==> src/rtl/cpu_pkg.sv <==
// Shared definitions for the 5-stage CPU pipeline control logic:
// register-address constants, hazard FSM encoding and the pipeline control bundle.
package cpu_pkg;

  localparam int REG_ADDR_W = 4;
  localparam logic [REG_ADDR_W-1:0] REG_ZERO = 4'd0;

  typedef enum logic [1:0] {
    RUN      = 2'd0,
    MEM_WAIT = 2'd1,
    MEM_ERR  = 2'd2
  } hcu_state_e;

  typedef struct packed {
    logic pc_write;
    logic pc_sel_branch;
    logic ifid_write;
    logic ifid_flush;
    logic idex_write;
    logic idex_flush;
    logic exmem_write;
    logic memwb_write;
  } pipe_ctrl_t;

  // Canonical control patterns, in pipe_ctrl_t field order.
  localparam pipe_ctrl_t CTRL_DEFAULT = 8'b1010_1011;
  localparam pipe_ctrl_t CTRL_HOLD    = 8'b0000_0000;
  localparam pipe_ctrl_t CTRL_BRANCH  = 8'b1111_1111;
  localparam pipe_ctrl_t CTRL_BUBBLE  = 8'b0000_1111;

  // A load in EX whose destination feeds the ID instruction cannot be forwarded in time.
  function automatic logic load_use_hazard(
    input logic                  mem_read,
    input logic [REG_ADDR_W-1:0] rd,
    input logic                  uses_rs1,
    input logic [REG_ADDR_W-1:0] rs1,
    input logic                  uses_rs2,
    input logic [REG_ADDR_W-1:0] rs2
  );
    return mem_read && (rd != REG_ZERO) &&
           ((uses_rs1 && (rs1 == rd)) || (uses_rs2 && (rs2 == rd)));
  endfunction

endpackage

==> src/rtl/sat_counter.sv <==
// Saturating up-counter with synchronous active-high clear; holds at all-ones.
module sat_counter #(
  parameter int WIDTH = 16
) (
  input  logic             clk,
  input  logic             rst,
  input  logic             inc,
  output logic [WIDTH-1:0] count
);

  logic [WIDTH-1:0] count_d, count_q;

  always_comb begin
    count_d = count_q;
    if (inc && (count_q != '1)) begin
      count_d = count_q + WIDTH'(1);
    end
  end

  // NOTE: sequential state uses non-blocking assignments so every flop samples pre-edge values.
  always_ff @(posedge clk) begin
    if (rst) begin
      count_q <= '0;
    end else begin
      count_q <= count_d;
    end
  end

  assign count = count_q;

endmodule

==> src/rtl/hazard_control_unit.sv <==
// Pipeline sequencing controller: memory freeze, branch flush and load-use bubble
// generation, with a sticky memory-timeout state and saturating perf counters.
module hazard_control_unit
  import cpu_pkg::*;
#(
  parameter logic [7:0] MEM_TIMEOUT = 8'd64,
  parameter int         CNT_W       = 16
) (
  input  logic                  clk,
  input  logic                  rst,
  input  logic [REG_ADDR_W-1:0] ifid_rs1,
  input  logic [REG_ADDR_W-1:0] ifid_rs2,
  input  logic                  ifid_uses_rs1,
  input  logic                  ifid_uses_rs2,
  input  logic                  idex_mem_read,
  input  logic [REG_ADDR_W-1:0] idex_rd,
  input  logic                  branch_taken,
  input  logic                  exmem_mem_req,
  input  logic                  mem_ready,
  output logic                  pc_write,
  output logic                  pc_sel_branch,
  output logic                  ifid_write,
  output logic                  ifid_flush,
  output logic                  idex_write,
  output logic                  idex_flush,
  output logic                  exmem_write,
  output logic                  memwb_write,
  output logic                  mem_error,
  output logic [CNT_W-1:0]      stall_count,
  output logic [CNT_W-1:0]      flush_count
);

  hcu_state_e state_d, state_q;
  logic [7:0] wait_cnt_d, wait_cnt_q;
  pipe_ctrl_t ctrl;
  logic       freeze;
  logic       load_use;
  logic       stall_inc;
  logic       flush_inc;

  // NOTE: every always_comb output gets a default first, so no path can infer a latch.
  always_comb begin
    state_d    = state_q;
    wait_cnt_d = wait_cnt_q;
    ctrl       = CTRL_DEFAULT;
    stall_inc  = 1'b0;
    flush_inc  = 1'b0;

    freeze   = (state_q != MEM_ERR) && exmem_mem_req && !mem_ready;
    load_use = load_use_hazard(idex_mem_read, idex_rd, ifid_uses_rs1, ifid_rs1,
                               ifid_uses_rs2, ifid_rs2);

    // Freeze outranks branch: EX is held, so the branch is presented again afterwards.
    if (state_q == MEM_ERR || freeze) begin
      ctrl      = CTRL_HOLD;
      stall_inc = 1'b1;
    end else if (branch_taken) begin
      ctrl      = CTRL_BRANCH;
      flush_inc = 1'b1;
    end else if (load_use) begin
      ctrl      = CTRL_BUBBLE;
      stall_inc = 1'b1;
    end

    case (state_q)
      RUN: begin
        if (freeze) begin
          state_d    = MEM_WAIT;
          wait_cnt_d = '0;
        end
      end
      MEM_WAIT: begin
        if (!freeze) begin
          state_d    = RUN;
          wait_cnt_d = '0;
        end else if (wait_cnt_q == MEM_TIMEOUT - 8'd1) begin
          state_d = MEM_ERR;
        end else begin
          wait_cnt_d = wait_cnt_q + 8'd1;
        end
      end
      MEM_ERR: state_d = MEM_ERR;
      default: begin
        state_d    = RUN;
        wait_cnt_d = '0;
      end
    endcase
  end

  always_ff @(posedge clk) begin
    if (rst) begin
      state_q    <= RUN;
      wait_cnt_q <= '0;
    end else begin
      state_q    <= state_d;
      wait_cnt_q <= wait_cnt_d;
    end
  end

  assign pc_write      = ctrl.pc_write;
  assign pc_sel_branch = ctrl.pc_sel_branch;
  assign ifid_write    = ctrl.ifid_write;
  assign ifid_flush    = ctrl.ifid_flush;
  assign idex_write    = ctrl.idex_write;
  assign idex_flush    = ctrl.idex_flush;
  assign exmem_write   = ctrl.exmem_write;
  assign memwb_write   = ctrl.memwb_write;
  assign mem_error     = (state_q == MEM_ERR);

  sat_counter #(.WIDTH(CNT_W)) u_stall_cnt (
    .clk   (clk),
    .rst   (rst),
    .inc   (stall_inc),
    .count (stall_count)
  );

  sat_counter #(.WIDTH(CNT_W)) u_flush_cnt (
    .clk   (clk),
    .rst   (rst),
    .inc   (flush_inc),
    .count (flush_count)
  );

endmodule

==> config.mk <==
export PLATFORM = sky130hd
export DESIGN_NAME = hazard_control_unit
export DESIGN_NICKNAME = d
export VERILOG_FILES = /design/src/rtl/cpu_pkg.sv /design/src/rtl/sat_counter.sv /design/src/rtl/hazard_control_unit.sv
export SDC_FILE = /design/constraint.sdc
export NUM_CORES = 1
export LEC_CHECK = 0
export CORE_MARGIN = 2
export CORE_UTILIZATION = 40
export DETAILED_ROUTE_END_ITERATION = 7
export DONT_BUFFER_PORTS = 1
export PLACE_DENSITY = 0.53
export SETUP_SLACK_MARGIN = 0.4
export SKIP_LAST_GASP = 1
export SYNTH_ARGS = -nofsm -noshare
export SYNTH_HDL_FRONTEND = slang
export SYNTH_SLANG_ARGS = --single-unit
==> constraint.sdc <==
create_clock -name clk -period 2.3 [get_ports clk]
set_input_delay 0.345 -clock clk [delete_from_list [all_inputs] [get_ports clk]]
set_output_delay 0.345 -clock clk [all_outputs]
set_load 0.01 [all_outputs]
# Word-level counts from Yosys, hierarchy flattened
# Cells that the tools add are included.
# totals
register_bits,42
word_cells,50
# op_classes
add_sub_neg,3
n_eq_ne,11
n_mux,16
bitwise,1
n_reduce_logical,15
# ops
operator,count
8-bit two-way mux,6
"16-bit by 1-bit adder with 16-bit output, second input constant",2
"16-bit != test, second input constant",2
8-bit one-hot mux with 3 select lines,1
"8-bit by 1-bit adder with 8-bit output, second input constant",1
4-bit equality test,2
"8-bit by 6-bit equality test with 1-bit output, second input constant",1
1-bit logical AND,8
2-bit two-way mux,3
"3-bit != test, second input constant",2
2-bit one-hot mux with 3 select lines,1
1-bit two-way mux,5
"2-bit != test, second input constant",2
4-bit nonzero test,1
3-bit AND reduction,1
"2-bit by 1-bit equality test with 1-bit output, second input constant",1
"2-bit equality test, second input constant",1
2-bit zero test,1
1-bit logical OR,2
2-bit AND reduction,1
1-bit zero test,1
1-bit inverter,1

# Depth between registers and ports, before layout
# Gate-level depths: netlist (run 1).
# depth
ltp_word,8
mapped_depth,8
mapped_depth_nobuf,7

# Hierarchy
# Synthesis (run 1) repeated with hierarchy kept, for this count alone.
# hier_totals
cells_unflattened,287
area_unflattened_um2,2429.8
# modules_own_cells
module,instances,cells_each,area_each_um2,seq_area_each_um2
sat_counter,2,99,848.3,320.3
hazard_control_unit,1,89,733.2,200.2

# Worst setup path after synthesis (run 1)
# No wires, ideal clock.
# synth_path
path_type,input to output
start,input port idex_rd[0]
end,output port pc_write
arrival_ns,1.690
t_required_ns,1.955
slack_ns,0.265
stages,6
cell_sequence,o41a_1 -> nand3_1 -> nor4_2 -> or2_2 -> a21oi_1 -> buf_4
# synth_between
elab_chain_cells,7
word_cells_on_any_way,11
cone_classes,eq/ne (2); mux (3); reduce/logical (6)
# synth_lines
element,line_no,text
"start, declared",hazard_control_unit.sv:16,"input logic [REG_ADDR_W-1:0] idex_rd,"
4-bit equality test,cpu_pkg.sv:41,((uses_rs1 && (rs1 == rd)) || (uses_rs2 && (rs2 == rd)));
1-bit logical AND,cpu_pkg.sv:41,
1-bit logical OR,cpu_pkg.sv:41,
1-bit logical AND (*),cpu_pkg.sv:40,return mem_read && (rd != REG_ZERO) &&
8-bit two-way mux (*),hazard_control_unit.sv:60,end else if (load_use) begin
8-bit two-way mux (*),hazard_control_unit.sv:57,end else if (branch_taken) begin
8-bit two-way mux (*),hazard_control_unit.sv:54,if (state_q == MEM_ERR || freeze) begin
"end, declared",hazard_control_unit.sv:20,"output logic pc_write,"
# Every way passes the cells marked *; elsewhere a longest branch is shown, timed or not.

# Worst setup path in the final report (run 1)
# layout_path
start,"register u_stall_cnt.count_q[10], in the netlist u_stall_cnt.count[10]"
end,"register u_stall_cnt.count_q[15], in the netlist u_stall_cnt.count[15]"
# layout_between
elab_chain_cells,2
word_cells_on_any_way,3
cone_classes,add/sub (1); eq/ne (1); reduce/logical (1)
# layout_lines
element,line_no,text
"start, declared",sat_counter.sv:11,"logic [WIDTH-1:0] count_d, count_q;"
"start signal, assigned",sat_counter.sv:25,count_q <= count_d;
branches (longest 2 deep; another with 16-bit by 1-bit adder with 16-bit output),n/a,
# Several ways; the timed one is not identified.
# A chain may end at the register's enable or synchronous reset.

==> results.md, run 1 <==
* Placer's final routability congestion estimate at 0.757
* R2r startpoint: u_stall_cnt.count[10]
* Pwr dens at 471 mW/mm²
* Tmin final at 1.88 ns
* Total chip power at 1.32 mW
* CP max stage cell: dfxtp_1
* Unrepaired setup endpoints after global routing: true
* Highest clock rate at 531 MHz
* Die Wd at 82.8 µm
* Logic pwr share at 7.8%
* Fin. max-slew vios at 0
* Grt ovf at 0
* Iteration-0 DRC Markers at 57
* Crit path launch type: flip-flop
* Sequential area share after synthesis at 33.8%
* Core Util, Final at 46.9%
* ANT nets after route at 0
* Yosys reg bits at 42
* Final setup fails at 0
* CP max FO at 5
* Vias after detailed routing at 1,985
* Standby leakage power at 1.01 nW
* Post-synth ARST share at 0%
* Combinational family with the most area after synthesis: simple AND/OR/NAND/NOR gates
* Total negative slack at 0 ns
* Ports at 61
* Area delta synth->final at 12.4%
* Main synth FF type: dfxtp_1
* DR DRC count at 0
* Vias in the first global route at 1,794
* Detailed placement HPWL at 3740 µm
* Netlist cell types at 47
* Xor/xnor share of the synthesized area at 8.81%
* Nets at 311
* Clock power share at 35.3%
* Total GRT Usage at 15.2%
* Most frequent cells in the layout: 38 x nor2_1, 27 x dfxtp_1, 17 x xor2_1, 14 x nor2b_1, 14 x dfxtp_2
* Worst Hold End: u_flush_cnt.count[8]
* Most common cell after layout, fill and taps aside: nor2_1
* R2r setup slk at 0.42 ns
* Max Clock Skew at 0.00864 ns
* Post-synth EDFFs at 0
* Post-Synthesis Cell Area at 0.00248 mm²
* Post-Synth Adder-Cell Area at 1.51%
* Sw frac at 25.3%
* Endpoint class of the critical path: flip-flop
* H-tree depth at 2
* Clk sink count at 42
* WL per Instance at 14.9 µm
* Hold path startpoint: rst
* Worst endpoint required time at 2.48 ns
* VDD IR max at 0.255 mV
* Starting Density at 41.7%
* Num rows at 28
* Clock buffer count from CTS at 5
* Hold depth at 1
* CTS tree: yes
* Cells after synthesis at 280
* Reg2Reg Depth at 6
* Fraction of the cycle the final worst path needs at 81.8%
* Post-Route WL at 5410 µm
* Syn Area/Cell at 8.87 µm²
* Antenna Cells at 0
* Initial antenna violation count at 0
* Clk buf depth at 2
* Switching power at 0.332 mW
* DR pass1 iterations at 4
* Worst path arrival time at 2.06 ns
* Post-synthesis mux area share at 8.91%
* Status: completed
* Wire length of the first global-routing pass at 8790 µm
* Sequential fraction of design power at 56.9%
* Core Box Area at 0.00596 mm²
* Worst skew pair latency at 0.29 ns
* Hold Slack at 0.109 ns
* Slew of the pin with the lowest slew margin at 0.514 ns
* Worst Hold Class: in -> reg
* YS warnings at 0
* Vias per cell at 5.47
* MaxCap Viol Count at 0
* Largest net degree at the start of global routing at 54
* Final Hold Fails at 0
* Die area at 0.00686 mm²
* Compound-Gate Fraction of Synth Area at 11.8%
* Worst-path cell chain: and4_2 -> and3_1 -> and3_4 -> inv_1 -> a211oi_2 -> mux2_4
* Max incr delay on CP at 0.45 ns
* IO Port Bufs at 0
* Reg2reg end: u_stall_cnt.count[15]
* Post-Synth Simple-Gate Area at 30.5%
* Die Y-Extent at 82.8 µm
* CTS root buffer: clkbuf_8
* Layout cells sized above 1 at 27.8%
* Setup Crit Path Kind: reg -> reg
* Hold Buf Count CTS at 0
* Slew Limit Headroom at 65.6%
* Reg clk slew, reported paths at 0.09 ns
* Syn_nets at 303
* Internal at 0.984 mW
## power by group through the flow
| stage | Sequential (mW) | Combinational (mW) | Clock [mW] |
|---|---|---|---|
| 6_report | 0.749 | 0.103 | 0.464 |
| 5_1_grt | 0.751 | 0.115 | 0.500 |
| 4_1_cts | 0.749 | 0.103 | 0.473 |
| 3_5_place_dp | 0.765 | 0.100 | 0 |
| 3_3_place_gp | 0.765 | 0.0991 | 0 |
| 2_1_floorplan | 0.765 | 0.0997 | 0 |
## cell usage after synthesis, types with 3 or more instances
cell type  number  area (µm²)
a21oi_1         9        45.0
and3_1          7        43.8
mux2_4          7         105
xnor2_1         8        70.1
nand2_1        13        48.8
ha_1            3        37.5
nand4_1        10        62.6
nor2b_1        14        87.6
nor3_1          5        25.0
buf_4           5        37.5
nor2_1         38         143
xor2_1         17         149
a211oi_2        6        75.1
mux2i_1         6        60.1
mux2_2          4        45.0
nand3_1        14        70.1
dfxtp_1        42         841
and4_1          6        52.6
nand2b_1        8        50.1
clkbuf_1        7        26.3
o21ai_0         5        25.0
a211oi_1        5        37.5
inv_1           9        33.8
## worst max-delay path, delay by kind of cell, from the launching register on
family	cells	cell delay (ns)
AO/OA/AOI/OAI	1	0.26
flip-flops	1	0.45
AND/OR/NAND/NOR	3	0.69
multiplexers	1	0.32
buffers and inverters	1	0.06
## worst max path at each step
stage,from,endpoint,slack [ns],depth (start not counted)
after floorplan,idex_rd[0],pc_write,0.37,6
after global placement,idex_rd[0],u_stall_cnt.count[6],0.28,6
after detailed placement,idex_rd[0],u_stall_cnt.count[6],0.25,7
after CTS,u_stall_cnt.count[4],u_stall_cnt.count[15],0.40,6
after global routing,u_stall_cnt.count[13],u_stall_cnt.count[5],0.37,5
final,u_stall_cnt.count[10],u_stall_cnt.count[15],0.42,6
## cell families (layout without fill, tap and decap cells)
logic type,count (synthesis),after routing
compound gates,35,35
fa+ha+maj,3,3
flops,42,42
simple gates,134,134
mux,18,18
xor+xnor,25,25
buf+inv,23,31
## what timing repair did
action / 4_1_cts / 5_1_grt
endpoints found under the setup margin: 5 / 16
cloned: 1 / 0
setup buffers: 0 / 4
pin swaps: 0 / 4
resized for setup: 7 / 26
## per-stage QoR
stage	setup slack (ns)	area (µm²)	instances
2_1_floorplan	0.374	2500	280
3_3_place_gp	0.285	2590	351
3_5_place_dp	0.254	2590	351
4_1_cts	0.401	2680	359
5_1_grt	0.368	2790	363
6_report	0.418	2790	363
## flip-flops by register name, summed over array words and instances (netlist names)
signal	count
wait_cnt_q	8
state_q	2
u_stall_cnt.count	16
u_flush_cnt.count	16
## final cells by class
type                    count  area, µm²
clock inverters             2       10.0
multi-input cells         215       1610
inverters                  10       42.5
well taps                  75       93.8
flip-flops and latches     42        862
fillers                   600       3160
repair inverters            1       3.75
clock buffers               5       68.8
repair buffers             13        101
## routing by layer
| metal | track usage [%] | wire length, µm | share of wire (%) | vias to the layer above |
|---|---|---|---|---|
| met5 | 0 | 0 | 0 | - |
| met3 | 5.17 | 332 | 6.1 | 2 |
| met4 | 3.87 | 27 | 0.50 | 0 |
| met1 | 19.8 | 2670 | 49 | 934 |
| met2 | 24.0 | 2380 | 44 | 48 |
| li1 | - | - | - | 1001 |
Power figures use the tool's default switching activity.
==> run 2, diff against run 1 <==
==> constraint.sdc (replaced) <==
create_clock -name clk -period 1.8 [get_ports clk]
set_input_delay 0.27 -clock clk [delete_from_list [all_inputs] [get_ports clk]]
set_output_delay 0.27 -clock clk [all_outputs]
set_load 0.01 [all_outputs]
==> run 2 against run 1 <==
Clock power up 27%. Critical endpoint is now u_flush_cnt.count[8]. Core utilization up 13 points. Routed wire length up 19%. Largest cell class unchanged. Largest power group unchanged. Critical path type unchanged. Register-to-register slack worse by 0.34 ns.
==> results.md, run 2 (same netlist as run 1, synthesis figures left out) <==
* Worst Hold Class: in -> reg
* Max Clock Skew at 0.00598 ns (-0.00267 ns)
* Grt ovf at 0 (unchanged)
* WP depth at 5 (-1)
* Clock buffer count from CTS at 5 (unchanged)
* Fraction of the cycle the final worst path needs at 95.8% (+14 points)
* Sequential fraction of design power at 54.6% (-2.3 points)
* Switching power at 0.443 mW (+33%)
* Layout cells sized above 1 at 52.9% (+25 points)
* Initial antenna violation count at 0 (unchanged)
* Max incr delay on CP at 0.43 ns (-0.02 ns)
* Largest net degree at the start of global routing at 54 (unchanged)
* Slew Limit Headroom at 74.9% (+9.3 points)
* Highest clock rate at 580 MHz (+9.2%)
* Fin. max-slew vios at 0 (unchanged)
* Final instance area at 0.00356 mm² (+27%)
* Die Wd at 82.8 µm (unchanged)
* MaxCap Viol Count at 0 (unchanged)
* DR pass1 iterations at 4 (unchanged)
* ANT nets after route at 0 (unchanged)
* WL per Instance at 15.5 µm (+4.3%)
* Iteration-0 DRC Markers at 67 (+18%)
* VDD IR max at 0.305 mV (+20%)
* CP max stage cell: or3b_4
* Worst endpoint required time at 2.02 ns (-0.46 ns)
* Core Box Area at 0.00596 mm² (unchanged)
* Worst skew pair latency at 0.28 ns (about the same)
* Vias in the first global route at 2,236 (+25%)
* Area delta synth->final at 43.3%
* Setup Crit Path Kind: reg -> reg
* Most common cell after layout, fill and taps aside: buf_4
* Tmin final at 1.72 ns (-0.158 ns)
* CTS tree: yes
* Core Util, Final at 59.8% (+13 points)
* Sw frac at 25.4% (+0.15 points)
* Reg clk slew, reported paths at 0.08 ns (about the same)
* Antenna Cells at 0 (unchanged)
* Detailed placement HPWL at 4020 µm (+7.4%)
* Final Hold Fails at 0 (unchanged)
* Ports at 61 (unchanged)
* Slew of the pin with the lowest slew margin at 0.375 ns (-0.139 ns)
* Total GRT Usage at 17.5% (+2.4 points)
* Wire length of the first global-routing pass at 10,100 µm (+15%)
* Pwr dens at 490 mW/mm² (+3.9%)
* Post-Route WL at 6450 µm (+19%)
* Starting Density at 41.7% (unchanged)
* Final setup fails at 0 (unchanged)
* Clk buf depth at 2 (unchanged)
* Crit path top cell by count: and3_4
* Die Y-Extent at 82.8 µm (unchanged)
* Unrepaired setup endpoints after global routing: true
* Total negative slack at 0 ns (unchanged)
* Worst-path cell chain: and3_4 -> and3_4 -> or3b_4 -> or3_4 -> a21oi_2
* Crit path launch type: flip-flop
* H-tree depth at 2 (unchanged)
* Placer's final routability congestion estimate at 0.832 (+9.8%)
* Internal at 1.30 mW (+32%)
* Critical path's top delay family: simple AND/OR/NAND/NOR gates
* Hold depth at 1 (unchanged)
* Hold Slack at 0.0338 ns (-0.0747 ns)
* DR DRC count at 0 (unchanged)
* CP max FO at 6 (+1)
* Endpoint class of the critical path: flip-flop
* Worst path arrival time at 1.94 ns (-0.12 ns)
* Reg2Reg Depth at 5 (-1)
* Worst Path Buf+Inv at 0 (-1)
* DP Area at 0.00295 mm² (+14%)
* Logic pwr share at 11.6% (+3.8 points)
* Die area at 0.00686 mm² (unchanged)
* Clock power share at 33.7% (-1.6 points)
* CTS root buffer: clkbuf_8
* Vias after detailed routing at 2,233 (+12%)
* Standby leakage power at 1.34 nW (+33%)
* Clk sink count at 42 (unchanged)
* Status: completed
* Nets at 362 (+16%)
* Vias per cell at 5.38 (-1.6%)
* IO Port Bufs at 0 (unchanged)
* Most frequent cells in the layout: 55 x buf_4, 37 x nor2_1, 17 x xor2_1, 16 x dfxtp_2, 16 x dfxtp_1
* Num rows at 28 (unchanged)
run 2: worst paths after layout:
kind | from | endpoint | slack, ns
worst min-delay path | rst | u_flush_cnt.count[8] | 0.03
worst min register to register | wait_cnt_q[5] | wait_cnt_q[5] | 0.51
worst max register to register | u_flush_cnt.count[2] | u_flush_cnt.count[8] | 0.08
worst max-delay path | u_flush_cnt.count[2] | u_flush_cnt.count[8] | 0.08
run 2: area by class of cell:
type	count	area, µm²
Fill cell	545	2400
Timing Repair Buffer	63	512
Clock inverter	2	8.76
Timing Repair inverter	1	3.75
Tap cell	75	93.8
Multi-Input combinational cell	216	1930
Inverter	10	45.0
Clock buffer	6	72.6
Sequential cell	42	898
run 2: layer usage:
layer  wire (µm)  global-route usage [%]  part of all wire, %  up-vias
met3         319                    5.96                  4.9        2
met5           0                       0                    0        -
met4          33                    3.87                 0.51        0
li1            -                       -                    -     1103
met2        3190                    30.4                   49       48
met1        2910                    21.0                   45     1080
run 2: power by group through the flow:
stage	clock network (mW)	logic (mW)	registers (mW)
after global routing	0.645	0.225	0.955
after detailed placement	0	0.147	0.978
final	0.588	0.203	0.952
after CTS	0.611	0.178	0.952
after global placement	0	0.147	0.978
after floorplan	0	0.143	0.977
run 2: stage by stage:
stage	power, mW	worst slack, ns	instances
finish	1.74	0.0761	415
CTS	1.74	0.0929	402
floorplan	1.12	0.0439	280
detailed placement	1.13	-0.216	374
global placement	1.12	-0.195	374
global route	1.82	-0.0173	415
run 2: timing repair:
item	in CTS	in global routing
gates resized for setup	35	35
buffers inserted	19	12
pin swaps	18	23
setup endpoints to repair	48	48
hold buffers	0	0
gates cloned	1	1
==> run 3, diff against run 2 <==
--- a/config.mk
+++ b/config.mk
@@ -10,6 +10,7 @@
 export DETAILED_ROUTE_END_ITERATION = 7
 export DONT_BUFFER_PORTS = 1
 export PLACE_DENSITY = 0.53
+export REMOVE_ABC_BUFFERS = 1
 export SETUP_SLACK_MARGIN = 0.4
 export SKIP_LAST_GASP = 1
 export SYNTH_ARGS = -nofsm -noshare
==> run 3 against run 2 <==
Power increased by 13%. Sequential power about the same. First-iteration DRC count decreased by 1.5%. Clock power increased by 29%. Die area unchanged. Register-to-register slack about the same. Critical endpoint is now u_stall_cnt.count[15]. Largest cell class unchanged.
==> results.md, run 3 (same netlist as run 1, synthesis figures left out) <==
* Status: completed
* H-tree depth at 2 (unchanged)
* Detailed placement HPWL at 4100 µm (+2.1%)
* Num rows at 28 (unchanged)
* Critical Path Source: u_stall_cnt.count[1]
* Iteration-0 DRC Markers at 66 (-1.5%)
* Tmin final at 1.72 ns (-0.00400 ns)
* Nets at 379 (+4.7%)
* Slew of the pin with the lowest slew margin at 0.307 ns (-0.0676 ns)
* Clk buf depth at 2 (unchanged)
* Vias per cell at 5.35 (-0.62%)
* Layout cells sized above 1 at 56.0% (+3.1 points)
* Standby leakage power at 1.47 nW (+9.9%)
* Vias in the first global route at 2,266 (+1.3%)
* Fraction of the cycle the final worst path needs at 95.6% (-0.22 points)
* Total chip power at 1.96 mW (+13%)
* Starting Density at 41.7% (unchanged)
* Total negative slack at 0 ns (unchanged)
* Crit path top cell by count: and3_4
* WL per Instance at 15.7 µm (+0.73%)
* Fin. max-slew vios at 0 (unchanged)
* Hold path startpoint: rst
* CP max stage cell: dfxtp_4
* ANT nets after route at 0 (unchanged)
* Placer's final routability congestion estimate at 0.787 (-5.3%)
* MaxCap Viol Count at 0 (unchanged)
* Critical path's top delay family: simple AND/OR/NAND/NOR gates
* Highest clock rate at 581 MHz (+0.23%)
* Max incr delay on CP at 0.37 ns (-0.06 ns)
* Worst path arrival time at 1.91 ns (-0.03 ns)
* Reg clk slew, reported paths at 0.09 ns (about the same)
* Final instance area at 0.00382 mm² (+7.3%)
* Core Util, Final at 64.1% (+4.3 points)
* Ports at 61 (unchanged)
* DP Area at 0.00291 mm² (-1.1%)
* Clk sink count at 42 (unchanged)
* Endpoint class of the critical path: flip-flop
* Area delta synth->final at 53.7%
* R2r startpoint: u_stall_cnt.count[1]
* Max Clock Skew at 0.00824 ns (+0.00227 ns)
* Most frequent cells in the layout: 57 x buf_4, 36 x nor2_1, 23 x dfxtp_1, 20 x buf_6, 18 x dfxtp_2
* CTS tree: yes
* Initial antenna violation count at 0 (unchanged)
* DR pass1 iterations at 4 (unchanged)
* Total GRT Usage at 19.1% (+1.6 points)
* Unrepaired setup endpoints after global routing: true
* Crit path launch type: flip-flop
* Clock buffer count from CTS at 5 (unchanged)
* Most common cell after layout, fill and taps aside: buf_4
* Worst Hold Class: in -> reg
* Cell Count, Final, Fillers Out at 432 (+4.1%)
* Final Hold Fails at 0 (unchanged)
* CP max FO at 4 (-2)
* Antenna Cells at 0 (unchanged)
* Worst skew pair latency at 0.30 ns (+0.02 ns)
* Placed insts at 395 (+5.6%)
* Setup Crit Path Kind: reg -> reg
* Die area at 0.00686 mm² (unchanged)
* Worst-path cell chain: buf_6 -> and4_4 -> and3_4 -> and3_4 -> inv_2 -> a211oi_2 -> mux2_4
* Vias after detailed routing at 2,310 (+3.4%)
* Die Wd at 82.8 µm (unchanged)
* Slew Limit Headroom at 79.5% (+4.6 points)
* Final setup fails at 0 (unchanged)
* IO Port Bufs at 0 (unchanged)
* Worst Setup Slack, final at 0.0801 ns (+0.00400 ns)
* CTS root buffer: clkbuf_8
* Wire length of the first global-routing pass at 10,900 µm (+7.8%)
* Fillers at 521 (-4.4%)
* Largest net degree at the start of global routing at 54 (unchanged)
* Die Y-Extent at 82.8 µm (unchanged)
* Hold Slack at 0.0192 ns (-0.0146 ns)
* Core Box Area at 0.00596 mm² (unchanged)
* Post-Place Worst Slack at -0.156 ns (+0.0603 ns)
* Worst endpoint required time at 1.99 ns (-0.03 ns)
* Hold Buf Count CTS at 0 (unchanged)
* Grt ovf at 0 (unchanged)
* Post-Route WL at 6760 µm (+4.9%)
* VDD IR max at 0.339 mV (+11%)
* Worst Path Buf+Inv at 2 (+2)
* Pwr dens at 513 mW/mm² (+4.9%)
* DR DRC count at 0 (unchanged)
[run 3: metal layers]
| layer | GRT usage, % | part of all wire (%) | up-vias |
|---|---|---|---|
| met5 | 0 | 0 | - |
| met4 | 5.37 | 0.75 | 0 |
| met3 | 5.77 | 6.3 | 6 |
| met2 | 32.4 | 51 | 51 |
| met1 | 23.5 | 42 | 1120 |
| li1 | - | - | 1133 |
[run 3: repair_timing]
item	CTS	global route
gates cloned	2	0
buffers inserted	12	15
pin swaps	30	40
resized for setup	80	53
endpoints found under the setup margin	47	49
[run 3: worst register-to-register path: stages, from the launching register on]
cell and delay, ns:
dfxtp_4 0.37, buf_6 0.12, and4_4 0.22, and3_4 0.16, and3_4 0.18, inv_2 0.04
a211oi_2 0.21, mux2_4 0.31
[run 3: final cells by class]
class	instances	area [µm²]	share of cell area [%]
clock buffers	5	68.8	1.80
flip-flops and latches	42	867	22.7
clock inverters	3	40.0	1.05
repair inverters	1	3.75	0.0983
well taps	75	93.8	2.46
multi-input cells	215	1960	51.3
inverters	10	45.0	1.18
repair buffers	81	741	19.4
[run 3: path summary, 6_finish.rpt]
path / end / slack (ns) / depth (start not counted)
max: u_stall_cnt.count[15] / 0.08 / 7
min: state_q[1] / 0.02 / 1
max reg2reg: u_stall_cnt.count[15] / 0.08 / 7
min reg2reg: wait_cnt_q[5] / 0.51 / 2
[run 3: report_power, final]
group          internal [mW]  switching (mW)  total (mW)
Combinational          0.128           0.120       0.248
Clock                  0.409           0.350       0.759
Sequential             0.941          0.0121       0.953
